$ cat src/rtl/phys_free_list.sv
// Physical-register free list for the rename stage.
//
// Circular buffer of DEPTH tags. The head pointer hands tags to rename; the
// tail pointer takes back tags released at retirement. Both pointers carry a
// phase bit above the index, so full and empty can be told apart. The head
// can be rolled back in one cycle to a snapshot taken at a branch.
//
// Ports:
//   clk, rst_n     clock; asynchronous active-low reset
//   alloc_req      rename wants one tag this cycle
//   alloc_valid    a tag is available (low when empty or restoring)
//   alloc_tag      tag at the head
//   free_valid     retirement returns free_tag this cycle
//   free_tag       tag being returned
//   snapshot_ptr   current head pointer, for branch checkpoints
//   restore_valid  roll the head back to restore_ptr
//   restore_ptr    previously captured snapshot_ptr
//   free_count     number of tags held
//   overflow_err   sticky: a free arrived while the list was full
module phys_free_list #(
    parameter int unsigned NUM_PRS    = 32,
    parameter int unsigned NUM_LRS    = 10,
    parameter int unsigned ADDR_WIDTH = 5,
    localparam int unsigned DEPTH     = NUM_PRS - NUM_LRS,
    localparam int unsigned PTR_W     = $clog2(DEPTH) + 1,
    localparam int unsigned CNT_W     = $clog2(DEPTH + 1)
) (
    input  logic                  clk,
    input  logic                  rst_n,
    input  logic                  alloc_req,
    output logic                  alloc_valid,
    output logic [ADDR_WIDTH-1:0] alloc_tag,
    input  logic                  free_valid,
    input  logic [ADDR_WIDTH-1:0] free_tag,
    output logic [PTR_W-1:0]      snapshot_ptr,
    input  logic                  restore_valid,
    input  logic [PTR_W-1:0]      restore_ptr,
    output logic [CNT_W-1:0]      free_count,
    output logic                  overflow_err
);

    localparam int unsigned IDX_W = PTR_W - 1;

    logic [ADDR_WIDTH-1:0] mem_q [DEPTH];
    logic [PTR_W-1:0]      head_q, head_d;
    logic [PTR_W-1:0]      tail_q, tail_d;
    logic                  overflow_q, overflow_d;

    logic                  empty, full;
    logic                  alloc_fire, free_fire;
    logic [IDX_W-1:0]      head_idx, tail_idx;
    logic                  head_phase, tail_phase;
    logic [CNT_W-1:0]      idx_diff;

    // Index wraps at DEPTH-1 (not a power of two), toggling the phase bit.
    function automatic logic [PTR_W-1:0] ptr_inc(input logic [PTR_W-1:0] p);
        logic [PTR_W-1:0] r;
        if (p[IDX_W-1:0] == IDX_W'(DEPTH - 1)) begin
            r = {~p[PTR_W-1], {IDX_W{1'b0}}};
        end else begin
            r = {p[PTR_W-1], p[IDX_W-1:0] + IDX_W'(1)};
        end
        return r;
    endfunction

    always_comb begin
        head_idx   = head_q[IDX_W-1:0];
        tail_idx   = tail_q[IDX_W-1:0];
        head_phase = head_q[PTR_W-1];
        tail_phase = tail_q[PTR_W-1];

        empty = (head_q == tail_q);
        full  = (head_idx == tail_idx) && (head_phase != tail_phase);

        alloc_valid = !empty && !restore_valid;
        alloc_fire  = alloc_req && alloc_valid;
        free_fire   = free_valid && !full;

        head_d = head_q;
        if (restore_valid) begin
            head_d = restore_ptr;
        end else if (alloc_fire) begin
            head_d = ptr_inc(head_q);
        end

        tail_d = tail_q;
        if (free_fire) begin
            tail_d = ptr_inc(tail_q);
        end

        overflow_d = overflow_q | (free_valid & full);

        // Modular subtraction; adding DEPTH when phases differ gives the
        // true count in 0..DEPTH.
        idx_diff = CNT_W'(tail_idx) - CNT_W'(head_idx);
        if (head_phase != tail_phase) begin
            free_count = idx_diff + CNT_W'(DEPTH);
        end else begin
            free_count = idx_diff;
        end

        alloc_tag    = mem_q[head_idx];
        snapshot_ptr = head_q;
        overflow_err = overflow_q;
    end

    always_ff @(posedge clk or negedge rst_n) begin
        if (!rst_n) begin
            head_q     <= '0;
            tail_q     <= {1'b1, {IDX_W{1'b0}}};
            overflow_q <= 1'b0;
        end else begin
            head_q     <= head_d;
            tail_q     <= tail_d;
            overflow_q <= overflow_d;
        end
    end

    // Out of reset the list holds every tag not used by the architectural map.
    always_ff @(posedge clk or negedge rst_n) begin
        if (!rst_n) begin
            for (int i = 0; i < DEPTH; i++) begin
                mem_q[i] <= ADDR_WIDTH'(NUM_LRS + unsigned'(i));
            end
        end else if (free_fire) begin
            mem_q[tail_idx] <= free_tag;
        end
    end

endmodule

$ cat config.mk
export PLATFORM = sky130hd
export DESIGN_NAME = phys_free_list
export DESIGN_NICKNAME = d
export VERILOG_FILES = /design/src/rtl/phys_free_list.sv
export SDC_FILE = /design/constraint.sdc
export NUM_CORES = 1
export LEC_CHECK = 0
export CORE_UTILIZATION = 40
export DETAILED_ROUTE_END_ITERATION = 10
export GPL_TIMING_DRIVEN = 1
export SLEW_MARGIN = 20
export SYNTH_ARGS = -nofsm -noshare
export SYNTH_HDL_FRONTEND = slang
export SYNTH_SLANG_ARGS = --single-unit
$ cat constraint.sdc
create_clock -name clk -period 3.48 [get_ports clk]
set_input_delay 0.696 -clock clk [delete_from_list [all_inputs] [get_ports clk]]
set_output_delay 0.696 -clock clk [all_outputs]
set_load 0.01 [all_outputs]
==> flow_metrics.py <==
metrics = {
    "die": {
        "rows": 45,
        "start_util_pct": 41.36,
        "fp.dieArea_um2": 16340,
        "fp.dieH_um": 127.8,
        "io_pins": 34,
        "die_w_um": 127.8,
        "core_area_um2": 15310,
    },
    "place": {
        "io_buffers": 33,
        "gp_congestion": 0.8454,
        "dp_hpwl_um": 9972,
    },
    "yosys": {
        "syn_inst": 456,
        "ys.flop_type": "dfstp_2",
        "synth_mux_area_share_pct": 30.68,
        "netlist_area_um2": 6334,
        "synthArstFlopShare_pct": 100.0,
        "yosysSeqAreaShare_pct": 49.90,
        "synthSimpleGateAreaFrac_pct": 5.630,
        "syn-num-nets": 484,
        "synth-seq-cells": 123,
        "avgSynthCellArea_um2": 13.89,
        "synth_edf_count": 0,
        "synthXorXnorAreaFrac_pct": 2.469,
        "ys_warn_count": 0,
        "synthAdderAreaFrac_pct": 2.489,
        "ys_types": 53,
        "synth_compound_area_share_pct": 6.262,
        "synth_top_family_by_area": "multiplexers",
    },
    "drt": {
        "first_pass_iters": 4,
        "viasPerCell": 5.464,
        "vias": 3923,
        "drc": 0,
        "drtAntennaViolNets": 0,
        "initialDrtViolationCount": 149,
        "wl_um": 14760,
        "wl_per_cell_um": 20.56,
    },
    "power_and_ir_drop": {
        "pwr-share-clk_pct": 26.9,
        "internal_power_mw": 4.534,
        "power.switching_mw": 1.908,
        "p_leak_nw": 3.105,
        "p_per_area_nw_per_um2": 858.9,
        "pwr-share-comb_pct": 33.0,
        "total_power_mw": 6.441,
        "vdd_drop_max_v": 0.0004713,
        "power_frac_seq_pct": 40.1,
        "swShare_pct": 29.61,
    },
    "global_route": {
        "grt.total_usage_pct": 19.78,
        "grt_pass1_vias": 3986,
        "grt_overflow_total": 0,
        "grt_max_degree": 64,
        "grt_pass1_wl_um": 23580,
        "antenna_found_initial": 0,
    },
    "cts": {
        "hold_buffers": 0,
        "clk_pin_slew_ns": 0.05,
        "cts_root_buffer": "clkbuf_16",
        "cts.sinks": 123,
        "cts_tree": "done",
        "cts_buffers": 17,
        "clk_latency_ns": 0.43,
        "cts_buffer_depth": 2,
        "htreeDepth": 4,
    },
    "status": {
        "status": "complete, no violations",
    },
    "sta": {
        "period_minus_slack_ns": 3.374,
        "setup_viol": 0,
        "fmax_ghz": 0.2964,
        "slew_headroom_pct": 38.14,
        "post-route-period-util_pct": 96.96,
        "fin_hold_ws_ns": 0.3549,
        "setup-tns-final_ns": 0,
        "drv_slew": 0,
        "grt_setup_unrepaired": "no",
        "worst_pin_slew_ns": 0.9250,
        "fin_skew_ns": 0.01123,
        "hold_viol": 0,
    },
    "critical_path": {
        "cp-end-kind": "primary output",
        "worstPathRequired_ns": 2.78,
        "critPathTopFamily": "adder cells",
        "cp_common_cell": "ha_1",
        "path_class": "reg -> out",
        "cpMaxStageDelayCell": "clkdlybuf4s50_1",
        "crit_buf_inv": 1,
        "worstPathMaxFanout": 3,
        "critPathArrivalTime_ns": 2.68,
        "cpPeakStageDelay_ns": 0.55,
        "cp-start-kind": "register",
        "crit_chain": "ha_1, fa_1, xor2_2, ha_1, mux2i_1, clkdlybuf4s50_1",
    },
    "finish": {
        "final_cell_mix": "mux2_2, dfstp_2, dfrtp_1",
        "syn2layout_area_growth_pct": 18.41,
        "diodes": 0,
        "final_layout_size_suffix_gt1_share_pct": 51.08,
        "layout_commonest_cell": "mux2_2",
        "ff_latch_area_um2": 3163,
        "multi_input_area_um2": 3018,
        "utilization_pct": 48.97,
        "nets": 522,
        "fill_cells": 1360,
    },
    "min_path": {
        "hp-class": "in -> async",
    },
    "flow_run": {
        "cap_viol_max_count": 0,
    },
}
area by class of cell:
type | instances | area share [%]
Multi-Input combinational cell | 296 | 40.24
Timing Repair Buffer | 45 | 5.806
Inverter | 11 | 0.5506
Sequential cell | 123 | 42.18
Tap cell | 211 | 3.520
Clock buffer | 20 | 6.089
Clock inverter | 12 | 1.618
final timing paths:
path / from / to / slack [ns] / cells past startpoint
setup reg to reg: snapshot_ptr[3] / mem_q[78] / 0.50 / 6
hold / removal: rst_n / overflow_err / 0.35 / 1
max in group asynchronous: rst_n / mem_q[7] / 2.22 / 2
min in group clk: overflow_err / overflow_err / 0.47 / 1
setup / recovery: snapshot_ptr[0] / free_count[2] / 0.11 / 6
hold reg to reg: overflow_err / overflow_err / 0.47 / 1
power groups by stage:
| stage | registers, mW | clock network [mW] | logic (mW) |
|---|---|---|---|
| after floorplan | 2.45 | 0 | 1.58 |
| after detailed placement | 2.60 | 0 | 2.13 |
| after global routing | 2.66 | 1.83 | 2.31 |
| after CTS | 2.58 | 1.76 | 2.17 |
| after global placement | 2.56 | 0 | 2.10 |
| final | 2.58 | 1.73 | 2.13 |
kinds of logic (layout without fill, tap and decap cells):
family / after synthesis / in the layout
AO/OA/AOI/OAI: 49 / 49
flip-flops: 123 / 123
XOR/XNOR: 12 / 12
multiplexers: 150 / 150
adder cells (fa/ha/maj): 12 / 12
AND/OR/NAND/NOR: 73 / 73
buffers and inverters: 37 / 88
cells in the mapped netlist (2+ instances only):
cell type | instances | share of area [%]
buf_4 | 2 | 0.24
a31oi_1 | 6 | 0.59
nand3b_1 | 4 | 0.47
a31oi_2 | 3 | 0.59
a2bb2oi_1 | 2 | 0.28
dfrtp_1 | 57 | 23
o21ai_0 | 9 | 0.71
xnor2_1 | 5 | 0.69
nand2_1 | 29 | 1.7
dfstp_2 | 66 | 27
nand3_1 | 5 | 0.40
inv_1 | 11 | 0.65
nand2b_1 | 4 | 0.40
a22oi_1 | 4 | 0.47
nor3b_1 | 3 | 0.36
xor2_1 | 4 | 0.55
mux4_2 | 24 | 8.5
mux2i_1 | 13 | 2.1
ha_1 | 11 | 2.2
a21oi_1 | 8 | 0.63
nor2b_1 | 2 | 0.20
and2b_1 | 3 | 0.36
mux2_2 | 112 | 20
buf_2 | 7 | 0.55
o221ai_1 | 4 | 0.55
nand4_1 | 2 | 0.20
nor2_1 | 16 | 0.95
clkbuf_1 | 15 | 0.89
layer usage:
| metal | wire length (µm) | vias to the layer above | track usage (%) |
|---|---|---|---|
| met5 | 0 | - | 0 |
| met1 | 7095 | 2044 | 28.28 |
| li1 | - | 1768 | - |
| met2 | 6760 | 98 | 29.80 |
| met4 | 182 | 0 | 6.505 |
| met3 | 721 | 13 | 4.424 |
worst reg2reg max path: cells and delay by family (launching register included):
family / cells / cell delay [ns]
flops: 1 / 0.49
simple gates: 2 / 0.80
compound gates: 1 / 0.65
fa+ha+maj: 1 / 0.39
buf+inv: 1 / 0.17
mux: 1 / 0.38
flip-flops by register name (all words and copies together), names as in the netlist:
signal,count
mem_q,110
snapshot_ptr,6
tail_q,6
overflow_err,1
what timing repair did:
item                                   in CTS  in global routing
endpoints found under the hold margin       0                  0
setup endpoints to repair                   3                  2
resized for setup                           1                  3
setup buffers                               1                  0
stage by stage:
stage	instance area [µm²]	setup WS, ns	cells
after CTS	7493	0.04124	718
after global placement	6900	0.4395	685
after detailed placement	6900	0.3930	685
after floorplan	6334	0.4497	456
after global routing	7500	0.002489	718
final	7500	0.1059	718
(Power assumes the default switching activity.)
